[config.mk]
export PLATFORM = sky130hd
export DESIGN_NAME = mii_tx_fcs_framer
export DESIGN_NICKNAME = d
export VERILOG_FILES = /design/src/rtl/mii_tx_fcs_framer.sv
export SDC_FILE = /design/constraint.sdc
export NUM_CORES = 1
export LEC_CHECK = 0
export ABC_CLOCK_PERIOD_IN_PS = 1800
export BUFFER_PORTS_ARGS = -buffer_cell sky130_fd_sc_hd__buf_2
export CAP_MARGIN = 40
export CORE_MARGIN = 3
export CORE_UTILIZATION = 30
export CTS_CLUSTER_DIAMETER = 100
export DETAILED_ROUTE_END_ITERATION = 6
export GPL_ROUTABILITY_DRIVEN = 0
export SLEW_MARGIN = 20
export SYNTH_ARGS = -nofsm -noshare
export SYNTH_HDL_FRONTEND = slang
export SYNTH_SLANG_ARGS = --single-unit
[constraint.sdc]
create_clock -name clk -period 1.8 [get_ports clk]
set_input_delay 0.09 -clock clk [delete_from_list [all_inputs] [get_ports clk]]
set_output_delay 0.09 -clock clk [all_outputs]
set_load 0.01 [all_outputs]
[src/rtl/mii_tx_fcs_framer.sv]
// MII transmit framer: preamble/SFD, payload, optional pad, FCS, IFG.
// Define MII_TX_PAD_EN to pad short frames to MIN_FRAME_NIBBLES.
module mii_tx_fcs_framer #(
    parameter int PREAMBLE_NIBBLES  = 15,
`ifdef MII_TX_PAD_EN
    parameter int MIN_FRAME_NIBBLES = 120,
`endif
    parameter int IFG_NIBBLES       = 24
) (
    input  logic       clk,
    input  logic       reset_n,
    input  logic [3:0] in_data,
    input  logic       in_valid,
    input  logic       in_last,
    output logic       in_ready,
    output logic       mii_tx_en,
    output logic [3:0] mii_txd,
    output logic       mii_tx_er,
    output logic       underrun,
    output logic       busy
);

    typedef enum logic [2:0] {
        S_IDLE, S_PREAMBLE, S_SFD, S_DATA,
        S_PAD, S_FCS, S_IFG, S_DISCARD
    } state_t;

    localparam logic [7:0] PRE_LAST = 8'(PREAMBLE_NIBBLES - 1);
    localparam logic [7:0] IFG_LAST = 8'(IFG_NIBBLES - 1);
    localparam logic [7:0] FCS_LAST = 8'd7;

`ifdef MII_TX_PAD_EN
    localparam int CW = $clog2(MIN_FRAME_NIBBLES + 1);
    localparam logic [CW-1:0] MIN_CNT  = CW'(MIN_FRAME_NIBBLES);
    localparam logic [CW-1:0] MIN_LAST = CW'(MIN_FRAME_NIBBLES - 1);
    logic [CW-1:0] count_q, count_d;
`endif

    state_t      state_q, state_d;
    logic [7:0]  cnt_q, cnt_d;
    logic [31:0] crc_q, crc_d;
    logic [31:0] fcs_inv;
    logic        tx_en_q, tx_en_d;
    logic [3:0]  txd_q, txd_d;
    logic        tx_er_q, tx_er_d;
    logic        underrun_q, underrun_d;

    function automatic logic [31:0] crc32_4bit(
        input logic [31:0] c,
        input logic [3:0]  d
    );
        logic [31:0] r;
        r = c;
        for (int i = 0; i < 4; i++) begin
            if (r[0] ^ d[i]) r = (r >> 1) ^ 32'hEDB88320;
            else             r = r >> 1;
        end
        return r;
    endfunction

    assign fcs_inv   = ~crc_q;
    assign in_ready  = (state_q == S_DATA) || (state_q == S_DISCARD);
    assign busy      = (state_q != S_IDLE);
    assign mii_tx_en = tx_en_q;
    assign mii_txd   = txd_q;
    assign mii_tx_er = tx_er_q;
    assign underrun  = underrun_q;

    // Next state, CRC/counters and the next value of every MII pin.
    always_comb begin
        state_d    = state_q;
        cnt_d      = cnt_q;
        crc_d      = crc_q;
        tx_en_d    = 1'b0;
        txd_d      = 4'h0;
        tx_er_d    = 1'b0;
        underrun_d = 1'b0;
`ifdef MII_TX_PAD_EN
        count_d    = count_q;
`endif
        unique case (state_q)
            S_IDLE: begin
                if (in_valid) begin
                    state_d = S_PREAMBLE;
                    cnt_d   = '0;
                end
            end
            S_PREAMBLE: begin
                tx_en_d = 1'b1;
                txd_d   = 4'h5;
                crc_d   = '1;
`ifdef MII_TX_PAD_EN
                count_d = '0;
`endif
                if (cnt_q == PRE_LAST) begin
                    state_d = S_SFD;
                    cnt_d   = '0;
                end else begin
                    cnt_d = cnt_q + 8'd1;
                end
            end
            S_SFD: begin
                tx_en_d = 1'b1;
                txd_d   = 4'hD;
                state_d = S_DATA;
            end
            S_DATA: begin
                tx_en_d = 1'b1;
                if (in_valid) begin
                    txd_d = in_data;
                    crc_d = crc32_4bit(crc_q, in_data);
`ifdef MII_TX_PAD_EN
                    if (count_q != MIN_CNT) count_d = count_q + 1'b1;
                    if (in_last) begin
                        cnt_d = '0;
                        if (int'(count_q) + 1 < MIN_FRAME_NIBBLES)
                            state_d = S_PAD;
                        else
                            state_d = S_FCS;
                    end
`else
                    if (in_last) begin
                        cnt_d   = '0;
                        state_d = S_FCS;
                    end
`endif
                end else begin
                    tx_er_d    = 1'b1;
                    underrun_d = 1'b1;
                    state_d    = S_DISCARD;
                end
            end
`ifdef MII_TX_PAD_EN
            S_PAD: begin
                tx_en_d = 1'b1;
                crc_d   = crc32_4bit(crc_q, 4'h0);
                count_d = count_q + 1'b1;
                if (count_q == MIN_LAST) begin
                    state_d = S_FCS;
                    cnt_d   = '0;
                end
            end
`endif
            S_FCS: begin
                tx_en_d = 1'b1;
                txd_d   = fcs_inv[{cnt_q[2:0], 2'b00} +: 4];
                if (cnt_q == FCS_LAST) begin
                    state_d = S_IFG;
                    cnt_d   = '0;
                end else begin
                    cnt_d = cnt_q + 8'd1;
                end
            end
            S_IFG: begin
                if (cnt_q == IFG_LAST) begin
                    cnt_d   = '0;
                    // Chain straight into a waiting frame so the gap is exact.
                    state_d = in_valid ? S_PREAMBLE : S_IDLE;
                end else begin
                    cnt_d = cnt_q + 8'd1;
                end
            end
            S_DISCARD: begin
                if (in_valid && in_last) begin
                    state_d = S_IFG;
                    cnt_d   = '0;
                end
            end
            default: state_d = S_IDLE;
        endcase
    end

    // State, CRC and registered MII outputs.
    always_ff @(posedge clk or negedge reset_n) begin
        if (!reset_n) begin
            state_q    <= S_IDLE;
            cnt_q      <= '0;
            crc_q      <= '1;
            tx_en_q    <= 1'b0;
            txd_q      <= 4'h0;
            tx_er_q    <= 1'b0;
            underrun_q <= 1'b0;
`ifdef MII_TX_PAD_EN
            count_q    <= '0;
`endif
        end else begin
            state_q    <= state_d;
            cnt_q      <= cnt_d;
            crc_q      <= crc_d;
            tx_en_q    <= tx_en_d;
            txd_q      <= txd_d;
            tx_er_q    <= tx_er_d;
            underrun_q <= underrun_d;
`ifdef MII_TX_PAD_EN
            count_q    <= count_d;
`endif
        end
    end

endmodule

==> results of run 1 <==
[Yosys cell counts, drive strengths merged, types with 2 or more instances]
cell type   n  share of area
xor2       20          0.067
buf         4         0.0080
o211ai      3         0.0080
o22a        6          0.019
nor4b       2         0.0062
a21oi      30          0.053
and3        2         0.0049
ha          2         0.0089
nor2       32          0.043
o21ai      11          0.020
a221oi      2         0.0062
dfrtp      17           0.15
mux4        8          0.064
o22ai       2         0.0044
nor2b       3         0.0066
nand4       2         0.0044
a21o        2         0.0053
nor3        5         0.0089
dfstp      32           0.30
a211oi      2         0.0098
nand3       6          0.011
nand3b      2         0.0053
nand2      26          0.035
xnor2      18          0.077
clkbuf     12          0.016
inv         9          0.012
[cells by family after synthesis]
logic type,synth area share
AO/OA/AOI/OAI,0.156
XOR/XNOR,0.145
adder cells (fa/ha/maj),0.00886
buffers and inverters,0.0359
flip-flops,0.449
multiplexers,0.0674
AND/OR/NAND/NOR,0.139
[per-layer routing]
metal / track usage / share of wire / vias to the layer above
li1: - / - / 1037
met1: 0.168 / 0.48 / 1012
met2: 0.196 / 0.47 / 44
met3: 0.0203 / 0.034 / 7
met4: 0.0398 / 0.013 / 0
met5: 0 / 0 / -
[worst max-delay path by stage]
stage                     slack (ns)  cells after the start              endpoint                  from
after global routing            -0.1                      6  cnt_q[4]$_DFFE_PN0P_  cnt_q[7]$_DFFE_PN0P_
after floorplan                 -0.1                      5  cnt_q[6]$_DFFE_PN0P_  cnt_q[7]$_DFFE_PN0P_
after CTS                      -0.05                      6  cnt_q[5]$_DFFE_PN0P_  cnt_q[5]$_DFFE_PN0P_
final                          -0.05                      5  cnt_q[2]$_DFFE_PN0P_  cnt_q[7]$_DFFE_PN0P_
after detailed placement       -0.12                      5  cnt_q[6]$_DFFE_PN0P_  cnt_q[7]$_DFFE_PN0P_
after global placement         -0.07                      5  cnt_q[6]$_DFFE_PN0P_  cnt_q[7]$_DFFE_PN0P_
[metrics by stage]
step,instances,utilization
2_1_floorplan,275,-
3_3_place_gp,412,0.362
3_5_place_dp,412,0.362
4_1_cts,423,0.377
5_1_grt,425,0.382
6_report,425,0.382
[layout make-up]
type / count / area, um^2 / share of cell area
clock buffer: 6 / 82.6 / 0.0242
clock inverter: 2 / 16.3 / 0.00477
inverter: 9 / 33.8 / 0.00990
multi-input combinational: 201 / 1510 / 0.443
sequential: 49 / 1270 / 0.371
tap: 108 / 135 / 0.0396
timing repair buffer: 50 / 367 / 0.107
[report_power, final]
group	internal [W]	switching [W]	total, W
logic	0.00178	0.00176	0.00354
clock network	0.000317	0.000384	0.000701
registers	0.00171	0.000437	0.00215
total	0.00381	0.00258	0.00639
[flip-flops by register name, summed over array words and instances, names as in the netlist]
register   flops
underrun       1
mii_tx_en      1
cnt_q          8
crc_q         32
state_q        3
mii_txd        4
[layout by cell type, fill, tap and decap left out, drive strengths merged, types with 3 or more instances in the layout]
cell	count
nand2	26
xor2	20
clkbuf	6
nor3	5
xnor2	18
inv	10
o21ai	11
nand3	6
o211ai	3
buf	49
dfstp	32
nor2	32
mux4	8
dfrtp	17
a21oi	30
o22a	6
nor2b	3
[repair_timing]
action,CTS,global route
resized for setup,1,6
setup buffers,2,2
hold endpoints to repair,8,0
pin swaps,7,1
setup endpoints to repair,8,13
hold buffers,1,0
[worst max-delay path, stage by stage (launching register included)]
cell and delay [ns]:
sky130_fd_sc_hd__dfrtp_1 0.39, sky130_fd_sc_hd__or4_4 0.57, sky130_fd_sc_hd__or3_4 0.42, sky130_fd_sc_hd__o22ai_4 0.13
sky130_fd_sc_hd__o21ai_2 0.07, sky130_fd_sc_hd__a21o_1 0.17
==> impl_metrics.yaml, run 1 <==
status:
  run_status: "finished with violations"
  violations_in_the_final_reports: "setup timing"
logic_synthesis:
  yosys_register_bits: 49
  synthesis.area_mm2: 0.00282
  synth_edf_count: 0
  synth.net_count: 285
  synthCells: 275
  netlist-cell-type-count: 48
  yosys_warnings: 0
  seq_area_frac_synth: 0.449
  synth_ff_type: "sky130_fd_sc_hd__dfstp_2"
  avg_inst_size_synth_um2: 10.3
  synth-async-reset-ratio: 1.00
placement:
  placed_cell_area_mm2: 0.00324
  portBuffers: 16
  detailedPlace.worstSlack_ns: -0.121
  hpwl_reported_at_the_end_of_detailed_placement_um: 4360
grt:
  grt_start_max_net_pins: 33
  grt_use_total: 0.122
  wire_length_of_the_first_global_routing_pass_um: 10400
  number_of_global_route_vias_before_repair: 2109
  overflow: 0
  antenna_found_initial: 0
sta:
  hold_ws_ns: 0.102
  fmax_mhz: 541
  max_slew_margin: 0.681
  post-route-period-util: 1.03
  timing.final.max_slew_violations: 0
  timing.clock.skew_ns: 0.00998
  final-setup-viol-count: 8
  pin_slew_with_the_least_headroom_to_its_limit_ns: 0.479
  finalHoldViolations: 0
  setup_repair_after_global_routing_missed_its_margin: "true"
  post-route-min-period_ns: 1.85
  final_worst_path_setup_slack_ns: -0.0495
  tns_ns: -0.262
finish:
  n_fill_cell: 866
  layout_stage_area_growth_over_the_synthesis_result_pct: 20.9
  drive_above_1_share: 0.369
  final_non_filler_cell_area_mm2: 0.00341
  layout.nets: 326
  diodes: 0
critical_path:
  crit_path_start_kind: "flip-flop"
  timing.critical_path.to_type: "flip-flop"
  setup.reg_to_reg.worst_slack_ns: -0.05
  r2r_start: "cnt_q[7]$_DFFE_PN0P_"
  timing_worst_setup_path_type: "reg -> reg"
  worst_r2r_path_depth: 5
  crit_required_ns: 2.00
  critical_path_arrival_ns: 2.04
  critical_path_peak_fanout: 3
  crit-reg2reg-capture: "cnt_q[2]$_DFFE_PN0P_"
floorplanning:
  die_width_um: 103
  design.die.area_mm2: 0.0106
  die-height_um: 103
  io_pins: 17
  coreArea_mm2: 0.00893
  floorplan.initialDensity: 0.316
  core.rowCount: 34
pwr:
  max_rail_drop_vdd_mv: 0.546
  p_total_w: 0.00639
  static-leakage-power_nw: 1.41
  power.density_mw_per_mm2: 1870
worst_hold_path:
  worst_hold_path.endpoint: "mii_txd[1]$_DFF_PN0_"
  worst_hold_path_stage_count: 2
  timing.hold.worst.start: "in_data[1]"
  holdCritPathClass: "in -> reg"
clock_tree:
  clk_pin_slew_worst_paths_ns: 0.10
  cts.path.max_buffers: 2
  clock_tree.root_cell: "sky130_fd_sc_hd__clkbuf_8"
  tritoncts.num_buffers: 5
  cts_tree: "done"
  cts_num_sinks: 49
  clk_latency_ns: 0.30
  cts.htree.levels: 2
run:
  drv_cap: 0
route:
  drt_drc_violations_left: 0
  drt_antenna_net_count: 0
  number_of_detailed_routing_iterations_run_before_antenna_repair: 6
  wl_per_cell_um: 14.4
  drt_iter0_markers: 104
  vias: 2100
  via_cell_ratio: 4.94
  route.final.wire_length_um: 6140
Note: power is estimated with default switching activity, not from simulation.
==> inputs of run 2 (changes only) <==
CORE_MARGIN = 2   (was 3)
==> run 2 against run 1 <==
- the flow still finishes with violations (setup timing)
- sequential share of layout area decreased by 0.19 points
- first-iteration DRC count increased by 8.7%
- sequential cell count unchanged
- design area increased by 0.51%
- non-clock buffer count increased by 2
- clock power increased by 7.1%
- die area decreased by 3.8%
- clock skew decreased by 0.0039 ns
- register-to-register slack got worse by 0.02 ns
- critical path type unchanged
- largest cell class unchanged
==> impl_metrics.yaml, run 2 (same netlist as run 1, synthesis figures left out) <==
status:
  run_status: "finished with violations"
  violations_in_the_final_reports: "setup timing"
critical_path:
  timing_worst_setup_path_type: "reg -> reg"
  worstSetupStartpoint: "cnt_q[7]$_DFFE_PN0P_"
  r2r_start: "cnt_q[7]$_DFFE_PN0P_"
  worst_path_max_delay_cell: "sky130_fd_sc_hd__or4_4"
  crit_path_start_kind: "flip-flop"
  timing.critical_path.to_type: "flip-flop"
  critical_path_peak_fanout: 8
  critPathTopFamily: "compound AO/OA/AOI/OAI gates"
  cp_cell_sequence: "or4_4 > a211oi_4 > a2bb2oi_4 > nor2_1 > a211o_1"
  crit_buf_inv: 0
  crit_required_ns: 2.00
  critical_path_arrival_ns: 2.06
  cp_slowest_stage_delay_ns: 0.56
pwr:
  seq_power_share: 0.327
  power.density_mw_per_mm2: 1900
  max_rail_drop_vdd_mv: 0.462
  static-leakage-power_nw: 1.42
  comb_power_share: 0.558
  pwr-share-clk: 0.115
  power.switching_fraction: 0.402
  switchingPower_w: 0.00261
  power_report.internal_total_w: 0.00389
placement:
  detailedPlace.worstSlack_ns: -0.127
  hpwl_reported_at_the_end_of_detailed_placement_um: 4500
  portBuffers: 16
clock_tree:
  cts_num_sinks: 49
  cts.htree.levels: 2
  clk_latency_ns: 0.31
  cts.path.max_buffers: 2
  clock_tree.root_cell: "sky130_fd_sc_hd__clkbuf_8"
  tritoncts.num_buffers: 5
  clk_pin_slew_worst_paths_ns: 0.09
  cts_tree: "done"
grt:
  grt_use_total: 0.130
  grt_start_max_net_pins: 50
  number_of_global_route_vias_before_repair: 2139
  overflow: 0
  antenna_found_initial: 0
  wire_length_of_the_first_global_routing_pass_um: 10600
finish:
  drive_above_1_share: 0.367
  largest_register_ffs: 32
  layout.nets: 328
  max_flop_register: "crc_q"
  diodes: 0
  finish.utilization: 0.373
  layout_stage_area_growth_over_the_synthesis_result_pct: 21.5
  commonest_cells_after_routing_fill_and_taps_aside: "sky130_fd_sc_hd__buf_4 (33), sky130_fd_sc_hd__nor2_1 (32), sky130_fd_sc_hd__dfstp_2 (32)"
  most_common_library_cell_in_the_layout_ignoring_fill_and_taps: "sky130_fd_sc_hd__buf_4"
worst_hold_path:
  timing.hold.worst.start: "in_data[1]"
  holdCritPathClass: "in -> reg"
route:
  route.final.wire_length_um: 6240
  via_cell_ratio: 4.99
  drt_drc_violations_left: 0
  wl_per_cell_um: 14.5
  drt_iter0_markers: 113
  vias: 2144
  number_of_detailed_routing_iterations_run_before_antenna_repair: 4
  drt_antenna_net_count: 0
floorplanning:
  die-height_um: 101
  core.rowCount: 35
  design.die.area_mm2: 0.0102
  io_pins: 17
  floorplan.initialDensity: 0.307
  coreArea_mm2: 0.00920
  die_width_um: 101
sta:
  timing.final.max_slew_violations: 0
  pin_slew_with_the_least_headroom_to_its_limit_ns: 0.620
  post-route-period-util: 1.04
  max_slew_margin: 0.586
  setup_repair_after_global_routing_missed_its_margin: "true"
  final_worst_path_setup_slack_ns: -0.0667
  final-setup-viol-count: 4
  finalHoldViolations: 0
  timing.clock.skew_ns: 0.00603
  fmax_mhz: 536
  hold_ws_ns: 0.110
  post-route-min-period_ns: 1.87
run:
  drv_cap: 0
==> run 2: cell types whose count changed in the layout (fill, tap and decap cells not counted), sizes merged <==
cell,before,now
buf,49,51
clkbuf,6,7
clkinvlp,1,0
==> run 2: timing repair <==
item / CTS / global route
resized for setup: 1 / 7
setup endpoints to repair: 7 / 12
buffers inserted: 1 / 2
hold buffers: 1 / 0
hold endpoints to repair: 17 / 0
pin swaps: 2 / 6
==> run 2: area by class of cell <==
type	count	area (um^2)
fillers	882	5770
multi-input cells	201	1520
flip-flops and latches	49	1270
repair buffers	52	369
well taps	111	139
clock buffers	7	97.6
inverters	9	33.8
clock inverters	1	8.76
==> run 2: final timing paths <==
kind	end	slack (ns)	depth (start not counted)
worst max-delay path	cnt_q[6]$_DFFE_PN0P_	-0.07	5
worst min-delay path	mii_txd[1]$_DFF_PN0_	0.11	2
worst max register to register	cnt_q[6]$_DFFE_PN0P_	-0.07	5
worst min register to register	crc_q[4]$_DFFE_PN1P_	0.52	2
max in group asynchronous	cnt_q[0]$_DFFE_PN0P_	0.97	3
min in group asynchronous	state_q[1]$_DFFE_PN0P_	0.41	3
==> run 2: power by group through the flow <==
stage | Clock [W] | Combinational [W] | Sequential [W]
global placement | 0 | 0.00345 | 0.00211
floorplan | 0 | 0.00244 | 0.00202
CTS | 0.000782 | 0.00354 | 0.00212
global route | 0.000817 | 0.00399 | 0.00219
finish | 0.000751 | 0.00363 | 0.00212
detailed placement | 0 | 0.00349 | 0.00214
==> run 2: through the flow <==
step           TNS, ns  area [um^2]  instances  power (W)
2_1_floorplan   -0.180         2830        275    0.00446
6_report        -0.148         3430        430    0.00651
5_1_grt         -0.664         3430        430    0.00700
3_5_place_dp    -0.390         3250        418    0.00563
3_3_place_gp    -0.209         3250        418    0.00557
4_1_cts         -0.154         3380        428    0.00644
==> run 2: worst reg2reg max path: stages, from the launching register on <==
cell and delay [ns]:
sky130_fd_sc_hd__dfrtp_1 0.38, sky130_fd_sc_hd__or4_4 0.57, sky130_fd_sc_hd__a211oi_4 0.23, sky130_fd_sc_hd__a2bb2oi_4 0.25, sky130_fd_sc_hd__nor2_1 0.07, sky130_fd_sc_hd__a211o_1 0.26
==> run 2: per-layer routing <==
metal  up-vias  track usage  part of all wire
met5         -            0                 0
met4         0       0.0333             0.015
met3         9       0.0173             0.027
met2        35        0.225              0.49
met1      1054        0.170              0.46
li1       1046            -                 -
==> inputs of run 3 (changes only) <==
ABC_CLOCK_PERIOD_IN_PS = 2170   (was 1800)
CAP_MARGIN = default   (was 40)
CTS_CLUSTER_SIZE = 25   (was default)
clock period = 2.17 ns   (was 1.8 ns; I/O delays follow)
==> run 3 against run 2 <==
- the run now ends clean
- clock power fell by 11%
- worst setup slack gained 0.19 ns
- clock-buffer cell count is 1 lower
- global-route usage increased by 0.39 points
- worst hold slack better by 0.0066 ns
- combinational power shrank 30%
- core utilization shrank 2.3 points
- non-clock buffer count fell by 21
- critical path depth unchanged
- highest routed layer unchanged
==> impl_metrics.yaml, run 3 (same netlist as run 1, synthesis figures left out) <==
finish:
  layout_stage_area_growth_over_the_synthesis_result_pct: 14.0
  max_flop_register: "crc_q"
  diodes: 0
  post_layout_instance_count_excluding_filler_cells: 409
  finish.utilization: 0.350
  final_non_filler_cell_area_mm2: 0.00322
  drive_above_1_share: 0.305
  commonest_cells_after_routing_fill_and_taps_aside: "sky130_fd_sc_hd__nor2_1 (32), sky130_fd_sc_hd__dfstp_2 (32), sky130_fd_sc_hd__a21oi_1 (30)"
  layout.nets: 307
  largest_register_ffs: 32
route:
  wl_per_cell_um: 15.2
  via_cell_ratio: 5.13
  vias: 2098
  route.final.wire_length_um: 6240
  drt_antenna_net_count: 0
  drt_drc_violations_left: 0
  number_of_detailed_routing_iterations_run_before_antenna_repair: 5
  drt_iter0_markers: 112
clock_tree:
  tritoncts.num_buffers: 5
  post-cts-setup-buffer-count: 0
  clk_latency_ns: 0.31
  cts_num_sinks: 49
  cts.htree.levels: 2
  postCtsResizedCells: 0
  clk_pin_slew_worst_paths_ns: 0.10
  post_cts_hold_buffer_count: 1
  cts.path.max_buffers: 2
  cts_tree: "done"
  clock_tree.root_cell: "sky130_fd_sc_hd__clkbuf_8"
critical_path:
  crit-reg2reg-capture: "cnt_q[6]$_DFFE_PN0P_"
  worst_r2r_path_depth: 5
  timing.critical_path.to_type: "flip-flop"
  timing_worst_setup_path_type: "reg -> reg"
  critical_path_arrival_ns: 2.23
  critical_path_peak_fanout: 10
  crit_path_start_kind: "flip-flop"
  setup.reg_to_reg.worst_slack_ns: 0.12
  r2r_start: "cnt_q[5]$_DFFE_PN0P_"
  crit_required_ns: 2.36
run:
  drv_cap: 0
pwr:
  max_rail_drop_vdd_mv: 0.428
  power.density_mw_per_mm2: 1560
  static-leakage-power_nw: 1.30
worst_hold_path:
  timing.hold.worst.start: "in_data[1]"
  holdCritPathClass: "in -> reg"
  worst_hold_path.endpoint: "mii_txd[1]$_DFF_PN0_"
  worst_hold_path_stage_count: 2
sta:
  max_slew_margin: 0.538
  pin_slew_with_the_least_headroom_to_its_limit_ns: 0.692
  final-setup-viol-count: 0
  finalHoldViolations: 0
  hold_ws_ns: 0.116
  fmax_mhz: 489
  timing.clock.skew_ns: 0.0133
  tns_ns: 0
  setup_repair_after_global_routing_missed_its_margin: "false"
  post-route-period-util: 0.943
  post-route-min-period_ns: 2.05
  timing.final.max_slew_violations: 0
floorplanning:
  die_width_um: 101
  floorplan.initialDensity: 0.307
  design.die.area_mm2: 0.0102
  core.rowCount: 35
  io_pins: 17
  die-height_um: 101
  coreArea_mm2: 0.00920
grt:
  grt_start_max_net_pins: 33
  number_of_global_route_vias_before_repair: 2111
  wire_length_of_the_first_global_routing_pass_um: 10800
  grt_use_total: 0.133
  antenna_found_initial: 0
  overflow: 0
placement:
  hpwl_reported_at_the_end_of_detailed_placement_um: 4390
  placed_cell_area_mm2: 0.00310
  place_inst: 400
  portBuffers: 16
status:
  run_status: "finished, final reports clean"
-- run 3: changes by cell type in the layout (fill, tap and decap cells not counted), sizes merged --
cell,delta
buf,-21
bufinv,+1
clkbuf,-1
clkinv,+1
inv,-1
-- run 3: layout make-up --
class,instances,area [um^2]
fill,916,5980
timing repair buffer,31,195
tap,111,139
multi-input combinational,201,1470
clock buffer,6,72.6
inverter,9,33.8
sequential,49,1270
clock inverter,2,38.8
-- run 3: worst max-delay path by stage --
stage	start	to	slack (ns)	cells past startpoint
finish	cnt_q[5]$_DFFE_PN0P_	cnt_q[6]$_DFFE_PN0P_	0.12	5
global route	cnt_q[5]$_DFFE_PN0P_	cnt_q[6]$_DFFE_PN0P_	0.04	5
CTS	cnt_q[5]$_DFFE_PN0P_	cnt_q[6]$_DFFE_PN0P_	0.11	5
detailed placement	cnt_q[5]$_DFFE_PN0P_	cnt_q[6]$_DFFE_PN0P_	0.13	5
global placement	cnt_q[5]$_DFFE_PN0P_	cnt_q[6]$_DFFE_PN0P_	0.17	5
floorplan	cnt_q[0]$_DFFE_PN0P_	cnt_q[6]$_DFFE_PN0P_	0.21	8
-- run 3: power breakdown --
group | total (W) | internal, W | leakage (nW) | switching, W
combinational | 0.00255 | 0.00118 | 0.688 | 0.00137
clock | 0.000666 | 0.000347 | 0.0554 | 0.000319
sequential | 0.00180 | 0.00142 | 0.558 | 0.000384
-- run 3: through the flow --
stage / setup WS [ns] / total power (W)
2_1_floorplan: 0.208 / 0.00368
3_3_place_gp: 0.170 / 0.00432
3_5_place_dp: 0.125 / 0.00437
4_1_cts: 0.113 / 0.00505
5_1_grt: 0.0353 / 0.00541
6_report: 0.123 / 0.00502
-- run 3: critical path, cell delays in order, from the launching register on --
cell,delay (ns)
sky130_fd_sc_hd__dfrtp_1,0.43
sky130_fd_sc_hd__or4_4,0.59
sky130_fd_sc_hd__a211oi_4,0.28
sky130_fd_sc_hd__a2bb2oi_4,0.28
sky130_fd_sc_hd__nor3_1,0.08
sky130_fd_sc_hd__a211o_1,0.27
-- run 3: layer usage --
layer | wire (um) | track usage
met1 | 2920 | 0.180
met2 | 2980 | 0.219
met3 | 280 | 0.0284
met4 | 60 | 0.0343
met5 | 0 | 0
